==> src/rtl/zktc_gpio.sv <==
// zktc_gpio: memory-mapped GPIO bank for the ZKTC core's word-addressed peripheral bus.
// Provides per-pin direction, output data, synchronised input sampling and
// per-pin edge interrupts (rising or falling), with a level irq output.
// Register map (word address):
//   0 DOUT  RW     1 DIR   RW     2 DIN   RO     3 IEN  RW
//   4 EDGE  RW     5 ISTAT R/W1C  6 TOGL  WO     7 reserved
// Register bits above N_PINS read as zero and ignore writes.
module zktc_gpio #(
    parameter int N_PINS      = 8,
    parameter int DATA_W      = 16,
    parameter int ADDR_W      = 3,
    parameter int SYNC_STAGES = 2
) (
    input  logic              clk,
    input  logic              rstn,
    input  logic [ADDR_W-1:0] bus_addr,
    input  logic [DATA_W-1:0] bus_wdata,
    input  logic              bus_we,
    input  logic              bus_re,
    output logic [DATA_W-1:0] bus_rdata,
    output logic              bus_rvalid,
    input  logic [N_PINS-1:0] pin_in,
    output logic [N_PINS-1:0] pin_out,
    output logic [N_PINS-1:0] pin_oe,
    output logic              irq
);

    // ------------------------------------------------------------------
    // Register addresses
    // ------------------------------------------------------------------
    localparam logic [ADDR_W-1:0] ADDR_DOUT  = ADDR_W'(0);
    localparam logic [ADDR_W-1:0] ADDR_DIR   = ADDR_W'(1);
    localparam logic [ADDR_W-1:0] ADDR_DIN   = ADDR_W'(2);
    localparam logic [ADDR_W-1:0] ADDR_IEN   = ADDR_W'(3);
    localparam logic [ADDR_W-1:0] ADDR_EDGE  = ADDR_W'(4);
    localparam logic [ADDR_W-1:0] ADDR_ISTAT = ADDR_W'(5);
    localparam logic [ADDR_W-1:0] ADDR_TOGL  = ADDR_W'(6);

    // ------------------------------------------------------------------
    // State
    // ------------------------------------------------------------------
    logic [N_PINS-1:0] dout_reg;
    logic [N_PINS-1:0] dout_next;
    logic [N_PINS-1:0] dir_reg;
    logic [N_PINS-1:0] ien_reg;
    logic [N_PINS-1:0] edge_reg;
    logic [N_PINS-1:0] istat_reg;
    logic [N_PINS-1:0] istat_next;
    logic [N_PINS-1:0] sync_reg [SYNC_STAGES];
    logic [N_PINS-1:0] prev_reg;
    logic              irq_reg;
    logic [DATA_W-1:0] rdata_reg;
    logic [DATA_W-1:0] rdata_next;
    logic              rvalid_reg;

    // ------------------------------------------------------------------
    // Write decode
    // ------------------------------------------------------------------
    logic [N_PINS-1:0] wdata_pins;
    logic              wr_dout;
    logic              wr_dir;
    logic              wr_ien;
    logic              wr_edge;
    logic              wr_istat;
    logic              wr_togl;
    logic [N_PINS-1:0] istat_clr;

    // Bits of the write bus above N_PINS are deliberately discarded.
    logic unused_wdata;
    assign unused_wdata = ^bus_wdata;

    assign wdata_pins = bus_wdata[N_PINS-1:0];
    assign wr_dout    = bus_we && (bus_addr == ADDR_DOUT);
    assign wr_dir     = bus_we && (bus_addr == ADDR_DIR);
    assign wr_ien     = bus_we && (bus_addr == ADDR_IEN);
    assign wr_edge    = bus_we && (bus_addr == ADDR_EDGE);
    assign wr_istat   = bus_we && (bus_addr == ADDR_ISTAT);
    assign wr_togl    = bus_we && (bus_addr == ADDR_TOGL);
    assign istat_clr  = wr_istat ? wdata_pins : '0;

    // ------------------------------------------------------------------
    // Input path: synchroniser and edge detection
    // ------------------------------------------------------------------
    logic [N_PINS-1:0] din;
    logic [N_PINS-1:0] rise;
    logic [N_PINS-1:0] fall;
    logic [N_PINS-1:0] edge_hit;

    assign din = sync_reg[SYNC_STAGES-1];

    // Shift the asynchronous pad value through the synchroniser chain.
    always_ff @(posedge clk or negedge rstn) begin
        if (!rstn) begin
            for (int s = 0; s < SYNC_STAGES; s++) begin
                sync_reg[s] <= '0;
            end
        end else begin
            sync_reg[0] <= pin_in;
            for (int s = 1; s < SYNC_STAGES; s++) begin
                sync_reg[s] <= sync_reg[s-1];
            end
        end
    end

    // Keep a one-cycle-old copy of DIN for edge comparison.
    always_ff @(posedge clk or negedge rstn) begin
        if (!rstn) begin
            prev_reg <= '0;
        end else begin
            prev_reg <= din;
        end
    end

    // Per-pin edge select and ISTAT update; a new edge beats a same-cycle W1C.
    generate
        for (genvar gi = 0; gi < N_PINS; gi++) begin : g_pin
            assign rise[gi]       = din[gi] & ~prev_reg[gi];
            assign fall[gi]       = ~din[gi] & prev_reg[gi];
            assign edge_hit[gi]   = edge_reg[gi] ? fall[gi] : rise[gi];
            assign istat_next[gi] = edge_hit[gi] | (istat_reg[gi] & ~istat_clr[gi]);
        end
    endgenerate

    // ------------------------------------------------------------------
    // Output data: direct write or write-1-to-toggle
    // ------------------------------------------------------------------
    // Select the next DOUT value from a plain write or a toggle write.
    always_comb begin
        dout_next = dout_reg;
        if (wr_dout) begin
            dout_next = wdata_pins;
        end else if (wr_togl) begin
            dout_next = dout_reg ^ wdata_pins;
        end
    end

    // Control registers commit on the edge carrying the write strobe.
    always_ff @(posedge clk or negedge rstn) begin
        if (!rstn) begin
            dout_reg  <= '0;
            dir_reg   <= '0;
            ien_reg   <= '0;
            edge_reg  <= '0;
            istat_reg <= '0;
        end else begin
            dout_reg  <= dout_next;
            istat_reg <= istat_next;
            if (wr_dir) begin
                dir_reg <= wdata_pins;
            end
            if (wr_ien) begin
                ien_reg <= wdata_pins;
            end
            if (wr_edge) begin
                edge_reg <= wdata_pins;
            end
        end
    end

    // Level interrupt, registered from the current pending/enable state.
    always_ff @(posedge clk or negedge rstn) begin
        if (!rstn) begin
            irq_reg <= 1'b0;
        end else begin
            irq_reg <= |(istat_reg & ien_reg);
        end
    end

    // ------------------------------------------------------------------
    // Read path
    // ------------------------------------------------------------------
    // Read mux sees pre-write register values, so read-during-write returns old data.
    always_comb begin
        rdata_next = '0;
        case (bus_addr)
            ADDR_DOUT:  rdata_next[N_PINS-1:0] = dout_reg;
            ADDR_DIR:   rdata_next[N_PINS-1:0] = dir_reg;
            ADDR_DIN:   rdata_next[N_PINS-1:0] = din;
            ADDR_IEN:   rdata_next[N_PINS-1:0] = ien_reg;
            ADDR_EDGE:  rdata_next[N_PINS-1:0] = edge_reg;
            ADDR_ISTAT: rdata_next[N_PINS-1:0] = istat_reg;
            default:    rdata_next = '0;
        endcase
    end

    // Capture read data on a read strobe and hold it until the next read.
    always_ff @(posedge clk or negedge rstn) begin
        if (!rstn) begin
            rdata_reg  <= '0;
            rvalid_reg <= 1'b0;
        end else begin
            rvalid_reg <= bus_re;
            if (bus_re) begin
                rdata_reg <= rdata_next;
            end
        end
    end

    assign bus_rdata  = rdata_reg;
    assign bus_rvalid = rvalid_reg;
    assign pin_out    = dout_reg;
    assign pin_oe     = dir_reg;
    assign irq        = irq_reg;

endmodule
==> config.mk <==
export PLATFORM = sky130hd
export DESIGN_NAME = zktc_gpio
export DESIGN_NICKNAME = d
export VERILOG_FILES = /design/src/rtl/zktc_gpio.sv
export SDC_FILE = /design/constraint.sdc
export NUM_CORES = 1
export LEC_CHECK = 0
export BUFFER_PORTS_ARGS = -buffer_cell sky130_fd_sc_hd__buf_2
export CAP_MARGIN = 10
export CORE_MARGIN = 2
export CORE_UTILIZATION = 54
export CTS_BUF_LIST = sky130_fd_sc_hd__clkbuf_2
export CTS_CLUSTER_SIZE = 25
export DETAILED_ROUTE_END_ITERATION = 6
export GPL_TIMING_DRIVEN = 0
export PLACE_DENSITY = 0.78
export SETUP_SLACK_MARGIN = 0.05
export SLEW_MARGIN = 20
export SYNTH_ARGS = -nofsm -noshare
export SYNTH_HDL_FRONTEND = slang
export SYNTH_SLANG_ARGS = --single-unit
==> constraint.sdc <==
create_clock -name clk -period 1.37 [get_ports clk]
set_input_delay 0.0685 -clock clk [delete_from_list [all_inputs] [get_ports clk]]
set_output_delay 0.0685 -clock clk [all_outputs]
set_load 0.05 [all_outputs]
; ---- Word-level counts from Yosys, hierarchy flattened
; Index checks and enable logic that the tools add are counted.
[op_classes]
eq_ne = 6
mux = 12
bitwise = 58
reduce_logical = 9
[op_table]
columns = cell, count
row1 = one-hot mux 8 bit (6 select lines), 1
row2 = bitwise AND 1 bit, 24
row3 = two-way mux 8 bit, 3
row4 = NOT 1 bit, 24
row5 = == test 3 bit (second input constant), 3
row6 = bitwise AND 8 bit, 1
row7 = two-way mux 1 bit, 8
row8 = bitwise OR 1 bit, 8
row9 = OR reduction 8 bit, 1
row10 = bitwise XOR 8 bit, 1
row11 = == test 3 x 2 -> 1 bit (second input constant), 2
row12 = logical AND 1 bit, 6
row13 = == test 3 x 1 -> 1 bit (second input constant), 1
row14 = zero test 3 bit, 1
row15 = nonzero test 2 bit, 1
[totals]
register_bits = 74
inputBits = 31
out_inout_bits = 34

; ---- Depth between registers and ports, before layout
[logic_depth]
ltp_word = 6
depth_mapped = 5
ltp_nobuf = 3

; ---- Worst setup path after synthesis
; Ideal clock, no wire load.
[synth_timing]
kind = register to register
start = reg dout_reg[2] (netlist: pin_out[2])
end = reg rdata_reg[2] (netlist: bus_rdata[2])
arrival_ns = 1.422
t_required_ns = 1.303
path_slack_ns = -0.119
path_stages_with_launch = 4
period_less_slack_ns = 1.489
path_cell_list = dfrtp_1 -> or3b_2 -> a21oi_1 -> o32a_1
[synth_between]
elab_chain_len = 1
[synth_rtl]
columns = element, line_no
row1 = from (decl), 42  ; logic [N_PINS-1:0] dout_reg;
row2 = from (signal assigned), 146  ; dout_reg <= dout_next;
row3 = one-hot mux 8 bit (6 select lines), 175  ; case (bus_addr)
row4 = to (signal assigned), 194  ; rdata_reg <= rdata_next;
row5 = to (decl), 52  ; logic [DATA_W-1:0] rdata_reg;
; Every way passes these cells.
; A chain may end at the register's enable or synchronous reset.

; ---- Worst setup path in the final report
; Same ends and word-level chain as after synthesis.

==> impl_metrics.prom <==
# TYPE chip_impl_metric gauge
chip_impl_metric{name="post_synthesis_share_of_cell_area_spent_on_and_or_nand_and_nor_gates",unit="%"} 15.8
chip_impl_metric{name="layout-drive-gt1-share",unit="%"} 34.8
chip_impl_metric{name="path_clk_slew",unit="ns"} 0.22
chip_impl_metric{name="floorplan.rows",unit=""} 29
chip_impl_metric{name="synth_xor_xnor_area_share",unit="%"} 0
chip_impl_metric{name="hold_path_depth",unit=""} 4
chip_impl_metric{name="synth.area.mux_share",unit="%"} 12.1
chip_impl_metric{name="clock_path_buffers",unit=""} 2
chip_impl_info{name="rsz0062_at_grt",value="false"} 1
chip_impl_metric{name="final_setup_fails",unit=""} 0
chip_impl_metric{name="clock_latency",unit="ns"} 0.53
chip_impl_metric{name="post-route-cell-area",unit="µm²"} 4270
chip_impl_metric{name="io_pins",unit=""} 65
chip_impl_info{name="timing.rr.start",value="pin_out[2]"} 1
chip_impl_metric{name="adder_cell_area_share_of_the_yosys_netlist",unit="%"} 0
chip_impl_info{name="yosys-top-cells-area",value="dfrtp_1 (53%), mux2_2 (10%), a21oi_1 (2.9%)"} 1
chip_impl_info{name="synthFlopType",value="dfrtp_1"} 1
chip_impl_metric{name="tightestPinTransition",unit="ns"} 0.614
chip_impl_metric{name="initial_core_utilization",unit="%"} 55.3
chip_impl_metric{name="first_pass_grt_wire_length",unit="µm"} 13800
chip_impl_metric{name="flow.area_growth_from_synthesis",unit="%"} 22.4
chip_impl_metric{name="synthDominantCellAreaShare",unit="%"} 53.0
chip_impl_metric{name="synth_compound_gate_area_share",unit="%"} 14.1
chip_impl_info{name="hold_end",value="pin_out[4]"} 1
chip_impl_metric{name="finalHoldViolations",unit=""} 0
chip_impl_info{name="worstHoldPathType",value="in2reg"} 1
chip_impl_metric{name="vias_in_the_first_global_route",unit=""} 2656
chip_impl_metric{name="postRouteAntennaNets",unit=""} 0
chip_impl_metric{name="mappedNetlistArea",unit="µm²"} 3490
chip_impl_metric{name="share_of_synthesized_area_occupied_by_flip_flops_and_latches",unit="%"} 53.0
chip_impl_metric{name="synth_area_per_cell",unit="µm²"} 11.6
chip_impl_metric{name="final_period_minus_worst_setup_slack",unit="ns"} 1.32
chip_impl_info{name="cp-startpoint",value="pin_out[2]"} 1
chip_impl_info{name="path_class",value="reg2reg"} 1
chip_impl_metric{name="numCtsBuffers",unit=""} 9
chip_impl_metric{name="static-leakage-power",unit="µW"} 0.00188
chip_impl_metric{name="worstRegToRegCells",unit=""} 3
chip_impl_info{name="run_status",value="finished clean"} 1
chip_impl_metric{name="r2r_slack",unit="ns"} 0.05
chip_impl_metric{name="timing.final.crit_share",unit="%"} 96.1
chip_impl_metric{name="number_of_antenna_violations_at_the_first_check_in_global_routing",unit=""} 0
chip_impl_metric{name="tritoncts_num_sinks",unit=""} 74
chip_impl_metric{name="half_perimeter_wire_length_after_detailed_placement",unit="µm"} 5620
chip_impl_info{name="layout.cells.most_common_list",value="dfrtp_1 (64), buf_2 (43), mux2_2 (32)"} 1
chip_impl_metric{name="dieArea",unit="µm²"} 7120
chip_impl_metric{name="yosys.cell_types.count",unit=""} 42
chip_impl_metric{name="timing.clock.skew",unit="ns"} 0.0337
chip_impl_info{name="endpoint_kind",value="flop"} 1
chip_impl_metric{name="power.density_cell_area",unit="nW/µm²"} 1300
chip_impl_metric{name="grt-ovfl-total",unit=""} 0
chip_impl_metric{name="antenna_cells_inserted",unit=""} 0
chip_impl_info{name="min-delay-start",value="bus_addr[1]"} 1
chip_impl_metric{name="dpl_cell_area",unit="µm²"} 3890
chip_impl_metric{name="iter_0_drt_violations",unit=""} 284
chip_impl_metric{name="die_width",unit="µm"} 84.4
chip_impl_metric{name="detail_route.wirelength",unit="µm"} 8510
chip_impl_metric{name="fin_hold_ws",unit="ns"} 0.106
chip_impl_metric{name="coreArea",unit="µm²"} 6310
chip_impl_info{name="synth_top_family_by_area",value="simple AND/OR/NAND/NOR gates"} 1
chip_impl_metric{name="syn-instance-count",unit=""} 300
chip_impl_metric{name="gpl.final_weighted_congestion",unit=""} 0.857
chip_impl_metric{name="drc",unit=""} 0
chip_impl_info{name="tritoncts_clock_tree",value="built"} 1
chip_impl_metric{name="number_of_synthesized_flops_with_an_enable_pin",unit=""} 0
chip_impl_metric{name="worstPathRequired",unit="ns"} 1.84
chip_impl_metric{name="cp_data_arrival_time",unit="ns"} 1.79
chip_impl_info{name="worstSetupStartpointType",value="flop"} 1
chip_impl_metric{name="via_to_cell_ratio",unit=""} 5.90
chip_impl_metric{name="die_height",unit="µm"} 84.4
chip_impl_metric{name="final_net_count",unit=""} 420
chip_impl_metric{name="timing.final.max_slew_violations",unit=""} 0
chip_impl_metric{name="grt_start_max_net_pins",unit=""} 55
chip_impl_metric{name="yosys_register_bits",unit=""} 74
chip_impl_metric{name="critPathMaxFanout",unit=""} 6
chip_impl_metric{name="clock.fmax",unit="MHz"} 759
chip_impl_metric{name="grtUsageTotal",unit="%"} 25.0
chip_impl_metric{name="first_pass_iters",unit=""} 5
chip_impl_info{name="cts_root_buffer",value="clkbuf_2"} 1
chip_impl_metric{name="max_cap_viol_count",unit=""} 0
chip_impl_metric{name="synth.yosys.warnings",unit=""} 0
chip_impl_metric{name="routed_via_count",unit=""} 2780
chip_impl_metric{name="asyncSetResetFlopFracSynth",unit="%"} 100
chip_impl_info{name="r2r-end",value="bus_rdata[2]"} 1
chip_impl_info{name="yosysTopAreaCell",value="dfrtp_1"} 1
chip_impl_metric{name="depth_of_the_cts_h_tree",unit=""} 3
chip_impl_metric{name="timing.slew.headroom",unit="%"} 59.0
chip_impl_metric{name="detail_route.wl_per_cell",unit="µm"} 18.1
chip_impl_metric{name="vdd_drop_max",unit="V"} 0.000718
chip_impl_metric{name="number_of_input_and_output_port_buffers_inserted",unit=""} 47
chip_impl_info{name="mostFrequentLayoutCell",value="dfrtp_1"} 1
## cell type report
cell class                      count  area (µm²)
Buffer                             26         173
Clock buffer                       10        50.0
Clock inverter                      6        81.3
Fill cell                         492        2040
Multi-Input combinational cell    207        1500
Sequential cell                    74        1860
Tap cell                           77        96.3
Timing Repair Buffer               71         510
## worst max path at each step
stage | end | slack [ns] | cells past startpoint
after detailed placement | pin_oe[1] | -0.16 | 4
final | bus_rdata[2] | 0.05 | 3
after floorplan | bus_rdata[2] | 0.03 | 3
after CTS | pin_out[4] | 0.04 | 1
after global routing | pin_oe[4] | 0.05 | 1
after global placement | pin_out[6] | -0.33 | 1
## worst max-delay path, stage by stage (launching register included)
cell and delay, ns:
dfrtp_2 0.47, or3b_2 0.48, a21oi_2 0.16, o32a_1 0.16
## Yosys cell counts, types with 2 or more instances
cell type and n:
dfrtp_1 74, mux2_2 32, nand2_1 24, a21oi_1 20
nor2_1 19, nand2b_1 13, buf_4 11, a211oi_1 10
a22oi_1 9, o22ai_1 9, or4b_1 8, buf_2 7
a221o_1 5, mux2i_1 5, nand3_1 4, nand3b_1 4
nor2b_1 4, o221ai_1 4, a211o_1 3, a21boi_0 3
and4b_1 3, buf_6 3, clkbuf_1 3, and2b_1 2
nor4b_1 2, o21ai_0 2, o32a_1 2
## cell families (layout without fill, tap and decap cells)
group           after synthesis  count (layout)
buf+inv                      26             113
flops                        74              74
mux                          38              38
other cells                   1               8
compound gates               70              70
simple gates                 91              91
## through the flow
stage          util, %  total power [µW]  setup slack, ns  TNS (ns)  std cells
3_5_place_dp      61.6              4110           -0.155     -1.24        432
6_report          67.7              5550           0.0528         0        471
2_1_floorplan        -              3700           0.0258         0        307
4_1_cts           66.9              5520           0.0359         0        467
5_1_grt           67.7              5780           0.0505         0        471
3_3_place_gp      61.1              4050           -0.333    -16.96        431
## timing repair
action	CTS	global route
resized for setup	6	12
endpoints found under the hold margin	125	0
hold buffers	19	0
endpoints found under the setup margin	6	15
buffers inserted	0	4
## power by group
group,internal (µW),total (µW),switching (µW)
Combinational,566,1450,886
Sequential,2470,2710,245
Clock,601,1390,787
## metal layers
layer  up-vias  track usage [%]  part of all wire, %
li1       1279                -                    -
met1      1349             35.4                   45
met2       135             38.0                   47
met3        17             4.33                  6.5
met4         0             11.5                  2.0
met5         -                0                    0
Note: power is estimated with default switching activity, not from simulation.
